File: config.mk
export PLATFORM = sky130hd
export DESIGN_NAME = mmr_axil_read_ctrl_flat
export DESIGN_NICKNAME = d
export VERILOG_FILES = /design/src/rtl/mmr_read_interface.sv /design/src/rtl/mmr_axil_read_ctrl.sv /design/src/flat_wrapper.sv
export SDC_FILE = /design/constraint.sdc
export NUM_CORES = 1
export LEC_CHECK = 0
export CAP_MARGIN = 15
export CORE_AREA = 2 2 224 226
export CTS_CLUSTER_DIAMETER = 200
export CTS_CLUSTER_SIZE = 30
export DETAILED_ROUTE_END_ITERATION = 10
export DIE_AREA = 0 0 226 228
export GPL_ROUTABILITY_DRIVEN = 0
export PLACE_DENSITY_LB_ADDON = 0.2
export SYNTH_ARGS = -nofsm -noshare
export SYNTH_HDL_FRONTEND = slang
export SYNTH_SLANG_ARGS = --single-unit
File: constraint.sdc
create_clock -name clock -period 2.6 [get_ports clock]
set_input_delay 0.52 -clock clock [delete_from_list [all_inputs] [get_ports clock]]
set_output_delay 0.52 -clock clock [all_outputs]
set_load 0.01 [all_outputs]
File: src/rtl/mmr_read_interface.sv
// Register bank view shared between a block's status registers and its
// host read controller. The controller side (master) only samples the live
// values; the register owner (slave) drives them.
interface mmr_read_interface #(
  parameter int NREGS = 16
);
  logic [31:0] data [NREGS];

  modport master (input data);
  modport slave (output data);
endinterface

File: src/rtl/mmr_axil_read_ctrl.sv
// AXI4-Lite read-channel slave for a memory-mapped status register bank.
// Serves one read at a time: AR handshake in IDLE registers the whole
// response (data, resp, strobe), RESP holds it stable until the host takes it.
// Misaligned or out-of-range addresses answer SLVERR with zero data.
// Configured low/high register pairs read coherently: reading the low word
// snapshots the high word into a per-pair shadow, and the next high read is
// served from that shadow instead of the live register.
module mmr_axil_read_ctrl #(
  parameter int NREGS      = 16,
  parameter int ADDR_WIDTH = 12,
  parameter int SNAP_BASE  = 0,
  parameter int SNAP_PAIRS = 0
) (
  input  logic                     clock,
  input  logic                     reset,
  mmr_read_interface.master        mmr,
  input  logic [ADDR_WIDTH-1:0]    s_axil_araddr,
  input  logic                     s_axil_arvalid,
  output logic                     s_axil_arready,
  output logic [31:0]              s_axil_rdata,
  output logic [1:0]               s_axil_rresp,
  output logic                     s_axil_rvalid,
  input  logic                     s_axil_rready,
  output logic                     rd_strobe,
  output logic [$clog2(NREGS)-1:0] rd_index
);

  localparam int IDX_W    = $clog2(NREGS);
  localparam int WIDX_W   = ADDR_WIDTH - 2;
  // Keep the shadow storage at least one entry deep so a design without
  // snapshot pairs still elaborates; the decode never selects it then.
  localparam int SHADOW_N = (SNAP_PAIRS > 0) ? SNAP_PAIRS : 1;
  localparam int PAIR_W   = (SHADOW_N > 1) ? $clog2(SHADOW_N) : 1;

  localparam logic ST_IDLE = 1'b0;
  localparam logic ST_RESP = 1'b1;

  localparam logic [1:0] RESP_OKAY   = 2'b00;
  localparam logic [1:0] RESP_SLVERR = 2'b10;

  logic                state_q, state_d;
  logic                arready_q, arready_d;
  logic                rvalid_q, rvalid_d;
  logic [31:0]         rdata_q, rdata_d;
  logic [1:0]          rresp_q, rresp_d;
  logic                rd_strobe_q, rd_strobe_d;
  logic [IDX_W-1:0]    rd_index_q, rd_index_d;
  logic [31:0]         shadow_q [SHADOW_N];
  logic [31:0]         shadow_d [SHADOW_N];
  logic [SHADOW_N-1:0] snap_valid_q, snap_valid_d;

  logic [WIDX_W-1:0]   word_idx;
  logic [IDX_W-1:0]    reg_idx;
  logic                addr_err;
  int                  rel;
  logic                in_snap;
  logic                snap_high;
  logic [PAIR_W-1:0]   pair_idx;
  logic                ar_hs;

  // Address decode: word index, error detection and snapshot-pair lookup.
  always_comb begin
    word_idx  = s_axil_araddr[ADDR_WIDTH-1:2];
    reg_idx   = IDX_W'(word_idx);
    addr_err  = (s_axil_araddr[1:0] != 2'b00) || (int'(word_idx) >= NREGS);
    rel       = int'(word_idx) - SNAP_BASE;
    in_snap   = (SNAP_PAIRS > 0) && (rel >= 0) && (rel < 2 * SNAP_PAIRS);
    snap_high = rel[0];
    pair_idx  = PAIR_W'(rel >>> 1);
    ar_hs     = (state_q == ST_IDLE) && arready_q && s_axil_arvalid;
  end

  // Next-state logic: accept an address in IDLE and build the full response,
  // then hold it in RESP until the host accepts the data beat.
  always_comb begin
    state_d      = state_q;
    arready_d    = arready_q;
    rvalid_d     = rvalid_q;
    rdata_d      = rdata_q;
    rresp_d      = rresp_q;
    rd_strobe_d  = 1'b0;
    rd_index_d   = rd_index_q;
    shadow_d     = shadow_q;
    snap_valid_d = snap_valid_q;

    case (state_q)
      ST_IDLE: begin
        arready_d = 1'b1;
        if (ar_hs) begin
          state_d   = ST_RESP;
          arready_d = 1'b0;
          rvalid_d  = 1'b1;
          if (addr_err) begin
            rdata_d = 32'h0;
            rresp_d = RESP_SLVERR;
          end else begin
            rresp_d     = RESP_OKAY;
            rd_strobe_d = 1'b1;
            rd_index_d  = reg_idx;
            rdata_d     = mmr.data[reg_idx];
            if (in_snap) begin
              if (!snap_high) begin
                shadow_d[pair_idx]     = mmr.data[reg_idx + IDX_W'(1)];
                snap_valid_d[pair_idx] = 1'b1;
              end else if (snap_valid_q[pair_idx]) begin
                rdata_d                = shadow_q[pair_idx];
                snap_valid_d[pair_idx] = 1'b0;
              end
            end
          end
        end
      end
      ST_RESP: begin
        arready_d = 1'b0;
        if (s_axil_rready) begin
          state_d   = ST_IDLE;
          rvalid_d  = 1'b0;
          arready_d = 1'b1;
        end
      end
      default: begin
        state_d   = ST_IDLE;
        arready_d = 1'b0;
        rvalid_d  = 1'b0;
      end
    endcase
  end

  // State registers; reset discards any pending response and all snapshots.
  always_ff @(posedge clock or posedge reset) begin
    if (reset) begin
      state_q      <= ST_IDLE;
      arready_q    <= 1'b0;
      rvalid_q     <= 1'b0;
      rdata_q      <= 32'h0;
      rresp_q      <= 2'b00;
      rd_strobe_q  <= 1'b0;
      rd_index_q   <= '0;
      snap_valid_q <= '0;
      for (int i = 0; i < SHADOW_N; i++) begin
        shadow_q[i] <= 32'h0;
      end
    end else begin
      state_q      <= state_d;
      arready_q    <= arready_d;
      rvalid_q     <= rvalid_d;
      rdata_q      <= rdata_d;
      rresp_q      <= rresp_d;
      rd_strobe_q  <= rd_strobe_d;
      rd_index_q   <= rd_index_d;
      snap_valid_q <= snap_valid_d;
      shadow_q     <= shadow_d;
    end
  end

  assign s_axil_arready = arready_q;
  assign s_axil_rvalid  = rvalid_q;
  assign s_axil_rdata   = rdata_q;
  assign s_axil_rresp   = rresp_q;
  assign rd_strobe      = rd_strobe_q;
  assign rd_index       = rd_index_q;

endmodule
File: src/flat_wrapper.sv
// flat-port wrapper written by rule: the top's interface ports become plain ports
module mmr_axil_read_ctrl_flat 
#(
  parameter int NREGS      = 16,
  parameter int ADDR_WIDTH = 12,
  parameter int SNAP_BASE  = 0,
  parameter int SNAP_PAIRS = 0
)
  (clock, reset, s_axil_araddr, s_axil_arvalid, s_axil_arready, s_axil_rdata, s_axil_rresp, s_axil_rvalid, s_axil_rready, rd_strobe, rd_index, mmr_data);
  mmr_read_interface #(.NREGS(NREGS)) mmr_i ();
  input  logic clock;
  input  logic reset;
  input  logic [ADDR_WIDTH-1:0] s_axil_araddr;
  input  logic s_axil_arvalid;
  output logic s_axil_arready;
  output logic [31:0] s_axil_rdata;
  output logic [1:0] s_axil_rresp;
  output logic s_axil_rvalid;
  input  logic s_axil_rready;
  output logic rd_strobe;
  output logic [$clog2(NREGS)-1:0] rd_index;
  input wire logic [$bits(mmr_i.data)-1:0] mmr_data;
  assign mmr_i.data = {>>{mmr_data}};
  mmr_axil_read_ctrl #(.NREGS(NREGS), .ADDR_WIDTH(ADDR_WIDTH), .SNAP_BASE(SNAP_BASE), .SNAP_PAIRS(SNAP_PAIRS)) u_core (.clock(clock), .reset(reset), .mmr(mmr_i), .s_axil_araddr(s_axil_araddr), .s_axil_arvalid(s_axil_arvalid), .s_axil_arready(s_axil_arready), .s_axil_rdata(s_axil_rdata), .s_axil_rresp(s_axil_rresp), .s_axil_rvalid(s_axil_rvalid), .s_axil_rready(s_axil_rready), .rd_strobe(rd_strobe), .rd_index(rd_index));
endmodule
# Word-level counts from Yosys, hierarchy flattened
# Cells that the tools add are included.
# word_totals
latchBits,0
output_inout_bits,41
input_bits,528
wordCells,38
ram_bits,0
romBits,0
regBits,42
memories,0
# classes
n_div,0
n_reduce_logical,7
shifts,0
bitwise_logic,3
muxes,17
mul,0
eq_ne,2
magnitude_cmp,2
n_addsub,0
# op_table
op,n
binary-select mux 32 bit (select 4 bit),1
2-to-1 mux 32 bit,3
"greater-or-equal comparator 10 x 5 -> 1 bit, second input constant",1
2-to-1 mux 1 bit,9
one-hot mux 1 bit (2 select lines),3
"greater-or-equal comparator 5 bit, second input constant",1
NOT 4 -> 5 bit,1
AND reduction 2 bit,2
AND reduction 3 bit,1
logical AND 1 bit,2
2-to-1 mux 2 bit,1
"inequality test 2 x 1 -> 1 bit, second input constant",1
"inequality test 2 bit, second input constant",1
NOT 1 bit,2
nonzero test 2 bit,1
logical OR 1 bit,1

# Depth between registers and ports, before layout
# depth
depth_word,5
ltp_mapped,5
ltp_nobuf,4

# Worst setup path before layout
# No wires, ideal clock.
# synth_timing
path_type,in2reg
startpoint,in s_axil_araddr[2]
endpoint,"reg u_core.rdata_q[2], in the netlist u_core.s_axil_rdata[2]"
setup_slack_ps,884
arrival_ps,1573
cell_stages,5
t_required_ps,2458
setup_ps,142
n_path_buf,2
cell_sequence,buf_6 > buf_6 > mux4_2 > mux2i_1 > o221ai_1
# synth_between
elab_chain_cells,5
elab_cells_between_ends,7
cone_classes,order compare (1); mux (4); bitwise (1); reduce/logical (1)
# synth_lines
element,line,source
start: declaration,flat_wrapper.sv:13,input logic [ADDR_WIDTH-1:0] s_axil_araddr;
NOT 4 -> 5 bit (implied by the code),mmr_axil_read_ctrl.sv:100,rdata_d = mmr.data[reg_idx];
binary-select mux 32 bit (select 4 bit),mmr_axil_read_ctrl.sv:100,
2-to-1 mux 32 bit (implied by the code) (2 in a row),mmr_axil_read_ctrl.sv:100,
2-to-1 mux 32 bit (*),mmr_axil_read_ctrl.sv:93,if (addr_err) begin
end signal: assignment,mmr_axil_read_ctrl.sv:147,rdata_q <= rdata_d;
end: declaration,mmr_axil_read_ctrl.sv:44,"logic [31:0] rdata_q, rdata_d;"
# Every way passes the cells marked *; elsewhere a longest branch is shown, timed or not. The select of a mux whose other input is x is not followed.
# A chain may end at the register's enable or synchronous reset.

# Final worst setup path
# layout_timing
startpoint,in s_axil_araddr[2]
endpoint,"reg u_core.rdata_q[16], in the netlist u_core.s_axil_rdata[16]"
# The elaborated chain is that of the path after synthesis.

==> results.md <==
* CTS max path bufs at 2
* Post-Syn Nets at 893
* Initial Utilization at 0.109
* Post-synth ARST share at 1.00
* Placed cells at 1582
* Area of all sequential standard cells at 1030 sq um
* Layout cell share with drive strength beyond 1 at 0.183
* Wire per inst at 21.2 um
* Die extent in y at 228 um
* Yosys warns at 0
* Rows at 82
* Cells along the critical path: clkbuf_8 -> buf_12 -> buf_4 -> mux4_2 -> mux2i_1 -> o221ai_1
* IO buf count at 567
* Unrepaired setup endpoints after global routing: false
* GRT Total Usage at 0.127
* Skew final at 0.00837 ns
* Root Buffer: clkbuf_16
* Worst EP required at 2.79 ns
* Cell Pwr Density at 257 nW/um^2
* Core area at 49300 sq um
* TritonCTS clock tree: done
* Post-synth EDFFs at 0
* Critical path class: in -> reg
* Final HPWL DP at 28200 um
* Vias in the first global route at 6874
* Critical Path End Type: flip-flop
* X dimension of the die at 226 um
* Ant. Diodes at 0
* Main flop type after synthesis: dfrtp_1
* Initial antenna violation count at 1
* Fin cells at 1590
* IO Pins at 569
* Synth area leader: mux4_2
* Avg Cell Area, Syn at 14.8 sq um
* Number of nets with antenna violations after routing at 0
* Clock sinks at 41
* # H-tree levels at 2
* Grt total ovfl at 0
* CP peak stage delay at 0.51 ns
* Largest net degree at the start of global routing at 59
* CP arrival at 2.25 ns
* Clk slew on worst S/H paths at 0.08 ns
* Routing usage on met2 at 0.231
* Nets@finish at 1445
* CP Max Fanout at 14
* Most frequent cells in the layout: 564 x clkdlybuf4s50_1, 128 x mux4_2, 64 x mux2i_1, 41 x dfrtp_1, 35 x nand2_1
* Final Cell Area at 12100 sq um
* Worst Reg-to-Reg Cells at 4
* Synthesis-to-finish area growth at 124%
* PostCTS Resize Cnt at 0
* WL final at 33600 um
* Setup TNS at 0 ns
* Worst Max-Slew Pin Slew at 0.571 ns
* Vias at 6060
* Filler Cells Inserted at 5214
* Outcome: finished clean
* Period utilisation layout at 0.794
* Leading cell type in the layout, fill and taps excluded: clkdlybuf4s50_1
* R2R Path Start: u_core.state_q
* Crit path launch type: input port
* R2R Path End: u_core.s_axil_rdata[23]
* Endpoints failing setup at 0
* CTS Buf Count at 5
* Grt met1 use at 0.146
* Multi-input gate area at 4050 sq um
* Hold slack at 0.480 ns
* Post-Syn Area at 5390 sq um
* Placed cell areas at 11900 sq um
* Cell count after synthesis at 365
* GR Util met3 at 0.0389
* Hold_buf cts at 0
* Hold Path Origin: u_core.s_axil_rvalid
* Area share of the largest cell type after synthesis at 0.535
* Fin crit period at 2.06 ns
* Yosys cell types at 21
* Max frequency at 485 MHz
* Hold EP: u_core.s_axil_rvalid
* FF+latch count, synth at 41
* Post-synthesis sequential area ratio at 0.190
* Core Util, Final at 0.244
* Clock Latency Late Sink at 0.32 ns
* Postcts setup bufs at 0
* Initial drt markers at 191
* Vias per std cell at 3.81
* Worst Hold Class: reg -> reg
* Final slew viol count at 0
* Flop2flop setup slack at 0.99 ns
* Relative slew slack at 0.619
* Top cells by area, synth: mux4_2 53%, dfrtp_1 19%, mux2i_1 12%
* Worst vdd ir at 0.223 mV
* First-pass GRT wire length at 47300 um
* Leakage at 4.36 nW
* Number of cells on the worst hold path at 2
* Max-Cap Viols at 0
* Crit path max-delay cell type: mux4_2
* GR peak layer: met2
* Die Area at 51500 sq um
* DR pass1 iterations at 6
* Endpoints failing hold at 0
* Drt drc at 0
==> worst max path at each step <==
stage                           from                       to  depth (start not counted)
CTS                 s_axil_araddr[2]  u_core.s_axil_rdata[16]                          6
global route        s_axil_araddr[2]  u_core.s_axil_rdata[16]                          6
finish              s_axil_araddr[2]  u_core.s_axil_rdata[16]                          6
detailed placement  s_axil_araddr[2]  u_core.s_axil_rdata[16]                          6
global placement    s_axil_araddr[2]  u_core.s_axil_rdata[16]                          6
floorplan           s_axil_araddr[2]   u_core.s_axil_rdata[2]                          5
==> routing by layer <==
metal	up-vias	wire length, um
met2	302	17300
li1	2713	-
met1	3028	13100
met3	15	2790
met5	-	13
met4	2	417
==> cells by family (layout without fill, tap and decap cells) <==
family,Yosys count,after routing,share of synthesized area
AO/OA/AOI/OAI,34,34,0.0539
buffers and inverters,50,603,0.0578
flip-flops,41,41,0.190
multiplexers,195,195,0.660
other,1,1,0.000696
AND/OR/NAND/NOR,44,44,0.0372
==> state kept, by name (all words and copies together) (netlist names) <==
| signal | count |
|---|---|
| u_core.rd_index | 4 |
| u_core.rd_strobe | 1 |
| u_core.s_axil_arready | 1 |
| u_core.s_axil_rdata | 32 |
| u_core.s_axil_rresp | 1 |
| u_core.s_axil_rvalid | 1 |
| u_core.state_q | 1 |
==> worst max-delay path, delay by kind of cell <==
| family | cells | cell delay (ns) |
|---|---|---|
| AO/OA/AOI/OAI | 1 | 0.17 |
| buffers and inverters | 3 | 0.63 |
| multiplexers | 2 | 0.91 |
==> synthesized netlist by cell type, types with 2 or more instances <==
master and number:
nor2_1 2, inv_1 5, clkbuf_1 13, nor4_2 2, buf_6 13, mux4_2 128
mux2i_1 64, dfrtp_1 41, mux2_2 3, o221ai_1 32, buf_2 18, nand2_1 35
==> per-stage QoR <==
step / worst slack, ns / total power [W]
4_1_cts: 0.547 / 0.00321
3_5_place_dp: 0.162 / 0.00242
6_report: 0.536 / 0.00310
2_1_floorplan: 0.884 / 0.00134
5_1_grt: 0.491 / 0.00330
3_3_place_gp: 0.163 / 0.00241
==> area by class of cell <==
cell class,count,area share
flip-flops and latches,41,0.0851
inverters,5,0.00156
well taps,672,0.0698
clock buffers,5,0.0104
clock inverters,3,0.00208
repair buffers,590,0.495
multi-input cells,274,0.336
==> power by group <==
| group | total (W) | internal [W] | switching, W |
|---|---|---|---|
| logic | 0.00170 | 0.00116 | 0.000537 |
| registers | 0.000684 | 0.000664 | 0.0000195 |
| clock network | 0.000720 | 0.000365 | 0.000355 |
| total | 0.00310 | 0.00219 | 0.000912 |
Note: power is estimated with default switching activity, not from simulation.
